**config.mk**
```make
export PLATFORM = sky130hd
export DESIGN_NAME = fetch_unit
export DESIGN_NICKNAME = d
export VERILOG_FILES = /design/src/rtl/fetch_unit.sv
export SDC_FILE = /design/constraint.sdc
export NUM_CORES = 1
export LEC_CHECK = 0
export ABC_AREA = 1
export BUFFER_PORTS_ARGS = -buffer_cell sky130_fd_sc_hd__buf_2
export CAP_MARGIN = 10
export CORE_MARGIN = 2
export CORE_UTILIZATION = 50
export DETAILED_ROUTE_END_ITERATION = 10
export GPL_TIMING_DRIVEN = 0
export PLACE_DENSITY_LB_ADDON = 0.12
export SLEW_MARGIN = 20
export SYNTH_ARGS = -nofsm -noshare
export SYNTH_HDL_FRONTEND = slang
export SYNTH_SLANG_ARGS = --single-unit
```
**constraint.sdc**
```tcl
create_clock -name i_clk -period 8.8 [get_ports i_clk]
set_clock_uncertainty 0.1 [all_clocks]
set_input_delay 1.76 -clock i_clk [delete_from_list [all_inputs] [get_ports i_clk]]
set_output_delay 1.76 -clock i_clk [all_outputs]
set_load 0.01 [all_outputs]
```
**src/rtl/fetch_unit.sv**
```systemverilog
// Instruction fetch stage: issues word fetches to a variable-latency in-order memory,
// buffers returned words for decode, and discards stale responses after redirects.
// Optional macro FETCH_PERF_EN adds stall and dropped-response counters.
module fetch_unit #(
  parameter logic [31:0] RESET_ADDR = 32'h0000_0000,
  parameter int          DEPTH      = 4
) (
  input  logic        i_clk,
  input  logic        i_rst,
  output logic        o_imem_req_valid,
  input  logic        i_imem_req_ready,
  output logic [31:0] o_imem_req_addr,
  input  logic        i_imem_rsp_valid,
  input  logic [31:0] i_imem_rsp_data,
  output logic        o_inst_valid,
  input  logic        i_inst_ready,
  output logic [31:0] o_inst,
  output logic [31:0] o_inst_pc,
  output logic        o_inst_trap,
  input  logic        i_redirect,
  input  logic [31:0] i_redirect_pc
`ifdef FETCH_PERF_EN
  ,
  output logic [31:0] o_perf_stall_cycles,
  output logic [31:0] o_perf_dropped
`endif
);

  localparam int CW = $clog2(DEPTH) + 1;
  localparam int AW = $clog2(DEPTH);
  localparam logic [CW:0] DEPTH_W = (CW + 1)'(DEPTH);

  logic [31:0]   fetch_pc;
  logic [CW-1:0] outstanding;
  logic [CW-1:0] drop;
  logic [CW-1:0] count;
  logic          halted;
  logic          trap_pend;
  logic [31:0]   trap_pc;
  logic [AW-1:0] wr_ptr, rd_ptr;
  logic [AW-1:0] pq_wr, pq_rd;

  logic [31:0] fifo_inst [DEPTH];
  logic [31:0] fifo_pc   [DEPTH];
  logic        fifo_trap [DEPTH];
  logic [31:0] pc_q      [DEPTH];

  logic [CW:0] occupancy;
  logic        empty;
  logic        req_fire;
  logic        rsp_legal;
  logic        rsp_keep;
  logic        rsp_discard;
  logic        push_marker;
  logic        push;
  logic        pop;
  logic        misaligned;

  // Handshakes: a transfer happens on any cycle where valid and ready are both high;
  // valid never waits on ready, and a raised request holds its address until taken.
  assign occupancy   = {1'b0, outstanding} + {1'b0, count};
  assign empty       = (count == '0);
  assign misaligned  = (i_redirect_pc[1:0] != 2'b00);

  assign o_imem_req_valid = !i_rst && !halted && !i_redirect && (occupancy < DEPTH_W);
  assign o_imem_req_addr  = fetch_pc;

  assign req_fire    = o_imem_req_valid && i_imem_req_ready;
  // A response with nothing outstanding is bogus and leaves all state alone.
  assign rsp_legal   = i_imem_rsp_valid && (outstanding != '0);
  assign rsp_keep    = rsp_legal && (drop == '0) && !i_redirect;
  assign rsp_discard = rsp_legal && !rsp_keep;
  assign push_marker = trap_pend && !i_redirect;
  assign push        = rsp_keep || push_marker;
  assign pop         = o_inst_valid && i_inst_ready;

  assign o_inst_valid = !empty;
  assign o_inst       = empty ? 32'd0 : fifo_inst[rd_ptr];
  assign o_inst_pc    = empty ? 32'd0 : fifo_pc[rd_ptr];
  assign o_inst_trap  = empty ? 1'b0  : fifo_trap[rd_ptr];

  always_ff @(posedge i_clk) begin
    if (i_rst) begin
      fetch_pc    <= RESET_ADDR;
      outstanding <= '0;
      drop        <= '0;
      count       <= '0;
      halted      <= 1'b0;
      trap_pend   <= 1'b0;
      trap_pc     <= 32'd0;
      wr_ptr      <= '0;
      rd_ptr      <= '0;
      pq_wr       <= '0;
      pq_rd       <= '0;
    end else begin
      outstanding <= outstanding + CW'(req_fire) - CW'(rsp_legal);
      if (i_redirect) begin
        // Everything still in flight after this cycle belongs to the old stream.
        drop      <= outstanding - CW'(rsp_legal);
        count     <= '0;
        wr_ptr    <= '0;
        rd_ptr    <= '0;
        pq_wr     <= '0;
        pq_rd     <= '0;
        fetch_pc  <= {i_redirect_pc[31:2], 2'b00};
        halted    <= misaligned;
        trap_pend <= misaligned;
        trap_pc   <= i_redirect_pc;
      end else begin
        if (req_fire) begin
          fetch_pc <= fetch_pc + 32'd4;
          pq_wr    <= pq_wr + 1'b1;
        end
        if (rsp_keep)    pq_rd  <= pq_rd + 1'b1;
        if (rsp_discard) drop   <= drop - 1'b1;
        if (push)        wr_ptr <= wr_ptr + 1'b1;
        if (pop)         rd_ptr <= rd_ptr + 1'b1;
        count     <= count + CW'(push) - CW'(pop);
        trap_pend <= 1'b0;
      end
    end
  end

  always_ff @(posedge i_clk) begin
    if (req_fire) pc_q[pq_wr] <= fetch_pc;
    if (push) begin
      fifo_inst[wr_ptr] <= push_marker ? 32'd0 : i_imem_rsp_data;
      fifo_pc[wr_ptr]   <= push_marker ? trap_pc : pc_q[pq_rd];
      fifo_trap[wr_ptr] <= push_marker;
    end
  end

`ifdef FETCH_PERF_EN
  logic [31:0] stall_cnt;
  logic [31:0] drop_cnt;

  always_ff @(posedge i_clk) begin
    if (i_rst) begin
      stall_cnt <= 32'd0;
      drop_cnt  <= 32'd0;
    end else begin
      if (!o_inst_valid && !halted && (stall_cnt != 32'hFFFF_FFFF))
        stall_cnt <= stall_cnt + 32'd1;
      if (rsp_discard && (drop_cnt != 32'hFFFF_FFFF))
        drop_cnt <= drop_cnt + 32'd1;
    end
  end

  assign o_perf_stall_cycles = stall_cnt;
  assign o_perf_dropped      = drop_cnt;
`endif

endmodule

```
# --- Word level (Yosys, flattened, before mapping) ---
# Memory sizes are Yosys's and may differ from the RTL's. A register that Yosys moved wholly into a read port is not among the register bits.
# Index checks and enable logic that the tools add are counted.
word_totals:
  ram_bits: 388
  reg_bits: 83
  mem_count: 4
  in_bits: 70
  out_inout_bits: 99
memory_table:
  columns: ["name", "words", "width", "rd", "rd_clocked_by_memory_dff", "wr", "line", "source"]
  rows:
  - ["fifo_inst", 4, 32, 1, 1, 1, "43", "logic [31:0] fifo_inst [DEPTH];"]
  - ["fifo_pc", 4, 32, 1, 1, 1, "44", "logic [31:0] fifo_pc [DEPTH];"]
  - ["pc_q", 4, 32, 1, 1, 1, "46", "logic [31:0] pc_q [DEPTH];"]
  - ["fifo_trap", 4, 1, 1, 1, 1, "45", "logic fifo_trap [DEPTH];"]
classes:
  n_mux: 21
  n_bitwise: 1
  n_reduce_logical: 24
  n_lt_le_gt_ge: 1
  addsub: 12
op_table:
  columns: ["op", "n"]
  rows:
  - ["two-way mux 32 bit", 6]
  - ["adder 32 x 3 -> 32 bit (second input constant)", 1]
  - ["two-way mux 2 bit", 8]
  - ["logical AND 1 bit", 10]
  - ["subtractor 3 x 1 -> 3 bit", 3]
  - ["adder 2 x 1 -> 2 bit (second input constant)", 4]
  - ["adder 3 x 1 -> 3 bit", 2]
  - ["zero test 3 bit", 2]
  - ["two-way mux 3 bit", 2]
  - ["nonzero test 2 bit", 3]
  - ["zero test 1 bit", 5]
  - ["two-way mux 1 bit", 5]
  - ["adder 3 x 3 -> 4 bit", 1]
  - ["less-than comparator 4 x 3 -> 1 bit (second input constant)", 1]
  - ["OR reduction 2 bit", 2]
  - ["nonzero test 3 bit", 1]
  - ["subtractor 3 x 1 -> 3 bit (second input constant)", 1]
  - ["logical OR 1 bit", 1]
  - ["inverter 1 bit", 1]

# --- Depth between registers and ports, before layout ---
depth:
  ltp_word: 8
  mapped_depth: 15

# --- Worst setup path before layout ---
# Ideal clock, no wire load.
synth_path:
  path_type: "input port to flip-flop"
  startpoint: "in i_redirect"
  endpoint: "mem fifo_inst[0][0], enable pin"
  slack_ns: 3.154
  t_arrival_ns: 5.058
  path_stages: 6
  required_ns: 8.212
  setup_time_ns: 0.488
  path_cell_list: "buf_6 -> nor2_1 -> nand2_1 -> nor2_4 -> nor2_8 -> nor2_1"
synth_between:
  elab_chain_len: 5
  elab_cells_between_ends: 6
  cone_classes: "2 x mux; 4 x reduce/logical"
synth_lines:
  columns: ["element", "line", "source"]
  rows:
  - ["start, declared", "20", "input logic i_redirect,"]
  - ["zero test 1 bit *", "71, 73", null]
  - ["logical AND 1 bit (on tied branches)", "71, 73", null]
  - ["logical OR 1 bit *", "74", "assign push = rsp_keep || push_marker;"]
  - ["two-way mux 1 bit *", "126", "if (push) begin"]
  - ["two-way mux 1 bit *", "127", "fifo_inst[wr_ptr] <= push_marker ? 32'd0 : i_imem_rsp_data;"]
  - ["end, declared", "43", null]
# Every way passes the cells marked *; elsewhere a longest branch is shown, timed or not.

# --- Worst setup path in the final report ---
layout_path:
  startpoint: "reg count[1]"
  endpoint: "out o_inst_pc[0]"
layout_between:
  elab_chain_len: 2
layout_lines:
  columns: ["element", "line", "source"]
  rows:
  - ["start, declared", "36", "logic [CW-1:0] count;"]
  - ["start signal, assigned", "118", "count <= count + CW'(push) - CW'(pop);"]
  - ["zero test 3 bit", "62", "assign empty = (count == '0);"]
  - ["two-way mux 32 bit", "79", "assign o_inst_pc = empty ? 32'd0 : fifo_pc[rd_ptr];"]
  - ["end, declared", "18", "output logic [31:0] o_inst_pc,"]
# Every way passes these cells.

==> qor.csv <==
metric,value,unit
outcome,"complete, no violations",
detailed-route wire length per cell,18.66,um
post-CTS resize count,0,
Vert. Die Dim,201.2,um
portion of the post-synthesis area used by sequential elements,67.47,%
setup violators final,0,
number of global-route vias before repair,13922,
cell with the largest stage delay on the worst path,sky130_fd_sc_hd__nor3_1,
IO buf count,165,
wire length reported by the detailed router,49610,um
count of maximum capacitance violations,0,
nature of the critical path startpoint,register,
clock slew seen by the registers of the worst setup and hold paths,60,ps
Syn Std Cell Area,19430,sq um
Fmax achieved,217.1,MHz
antenna-violating nets left,0,
starting density of the core,50.52,%
Finished Layout Cells,2659,
"Warnings, synthesis",0,
placeable core region,38470,sq um
detailed-route vias per instance,5.255,
depth of the worst register-to-register path,15,
predominant post-synthesis flop cell,sky130_fd_sc_hd__edfxtp_1,
share of synthesized registers carrying an async set or reset,0,%
Detail Route met3 WL,2757,um
cell total after placement,2571,
met2 wire length,23920,um
most instantiated cells after synthesis,"sky130_fd_sc_hd__nor2_1 (513), sky130_fd_sc_hd__edfxtp_1 (380), sky130_fd_sc_hd__o21ai_0 (215)",
cell types with the largest area share after synthesis,"sky130_fd_sc_hd__edfxtp_1 (59%), sky130_fd_sc_hd__nor2_1 (9.9%), sky130_fd_sc_hd__dfxtp_1 (8.8%)",
TritonCTS clock tree,done,
routed vias,13973,
number of library cell types mapped by synthesis,37,
arrival time of data at the critical path endpoint,2750,ps
maximum number of pins on one net before global-route repair,26,
Setup Slack @ Placement,4527,ps
clk root buf,sky130_fd_sc_hd__clkbuf_16,
Initial DRT Pass Iterations,5,
I/O pin count,169,
Clock Sink Count,465,
post-CTS repair timing setup buffer count,0,
post-route DRC violation count,0,
Final GP Congestion,0.9153,
TritonCTS Buffers,48,
top metal layer carrying routed signals,met4,
"Remaining Overflow, GRT",0,
dominant cell by count in the synthesized netlist,sky130_fd_sc_hd__nor2_1,
critical-path cell list,"nor3_1, clkbuf_1, buf_2, a21oi_1, buf_2",
first-pass GRT wire length,77150,um
clock insertion delay at the later pin of the skew report,550,ps
total negative setup slack,0,ps
relative slew slack,49.83,%
biggest cell delay along the critical path,650,ps
post-layout util,59.50,%
setup repair after global routing missed its margin,no,
data required time of the critical path,6940,ps
Crit. End Element,primary output,
antenna cell count,0,
maximum VDD drop,0.0001272,V
actual slew at the worst max-slew pin,746.9,ps
maximum fanout along the worst path,10,
global router's overall resource usage,24.69,%
area of the die,40460,sq um
depth of the CTS H-tree,2,
least setup slack across all paths after layout,4193,ps
mean instance size in the synthesized netlist,10.39,sq um
dominant cell type by area after synthesis,sky130_fd_sc_hd__edfxtp_1,
worst-case clock buffer depth,3,
share of final-layout standard cells stronger than drive strength 1,15.32,%
max-slew violation count,0,
WL met1,21310,um
antenna violations before repair,0,
horizontal die dimension,201.2,um
Hold Fails Final Rpt,0,
Pwr per Cell Area,220.9,nW/um^2
most numerous cell on the critical path,sky130_fd_sc_hd__buf_2,
Synth-to-Final Area Change,17.76,%
HPWL after detailed placement,34100,um
class of the most critical hold timing path,register to register,
post-synthesis register bit count,465,
final worst-path cycle share,52.35,%
final period demand of the worst path,4607,ps
cell leakage power,8.746,nW
"EDFF count, synth",380,
Post-CTS Hold Fix Bufs,0,
number of stages on the worst hold path,2,
number of standard cells after synthesis,1870,
fraction of post-synthesis cell area in the top cell type by area,58.71,%
Post-layout nets,2194,
worst setup path category,register to primary output,
number of rows in the core area,72,
Worst Hold Margin,355.1,ps
iteration-0 DRC count of the detailed router,955,
## cells by family after synthesis
group	synth area share, %
compound gates	10.37
buf+inv	4.783
other cells	0.01930
xor+xnor	0.3155
fa+ha+maj	1.429
flops	67.47
simple gates	15.61
## flip-flops by register name, indices dropped and copies added, names as in the netlist, named ones only
| signal | flops |
|---|---|
| fifo_trap | 4 |
| fifo_pc | 128 |
| o_imem_req_addr | 30 |
| count | 3 |
| pq_rd | 2 |
| trap_pc | 32 |
| wr_ptr | 2 |
| rd_ptr | 2 |
| pq_wr | 2 |
| halted | 1 |
| trap_pend | 1 |
| pc_q | 120 |
| drop | 3 |
| fifo_inst | 128 |
| outstanding | 3 |
## worst max-delay path, delay by kind of cell, from the launching register on
family,cells,cell delay (ps)
buffers and inverters,3,1060
AO/OA/AOI/OAI,1,110
AND/OR/NAND/NOR,1,650
flip-flops,1,370
## final timing paths
kind               endpoint  slack (ps)            from
min              trap_pc[8]         360      trap_pc[8]
min reg2reg      trap_pc[8]         360      trap_pc[8]
max reg2reg  outstanding[2]        5810  outstanding[1]
max            o_inst_pc[0]        4190        count[1]
## cell type report
class	instances	area (sq um)
Timing Repair Buffer	182	1236
Tap cell	518	648.1
Clock inverter	17	155.1
Sequential cell	465	13110
Buffer	101	467.9
Inverter	123	461.7
Fill cell	3247	15580
Clock buffer	71	1349
Multi-Input combinational cell	1182	5456
## report_power, final
group	switching (mW)	internal (mW)
Clock	0.809	1.15
Combinational	0.368	0.187
Sequential	0.0585	2.49
## cell usage in the layout (no fill, tap or decap), drive strengths merged, types with 3 or more instances in the layout
cell type,netlist,layout
nand3,45,45
nor2,524,524
nand3b,3,3
dfxtp,85,85
o21ai,229,229
clkinv,0,14
edfxtp,380,380
a31oi,30,30
bufinv,0,3
buf,51,233
ha,19,19
xor2,5,5
clkbuf,50,121
nand2,184,184
inv,123,123
a21oi,128,128
## routing by layer
layer / track usage (%) / vias to the layer above
li1: - / 6812
met1: 32.98 / 6630
met2: 41.58 / 429
met3: 3.175 / 102
met4: 9.153 / 0
met5: 0 / -
## through the flow
step                cell area (sq um)  power (mW)
floorplan                       19440       2.912
CTS                             22890       5.085
global placement                20910       3.116
finish                          22890       5.056
global route                    22890       5.249
detailed placement              21380       3.147
Power figures use the tool's default switching activity.
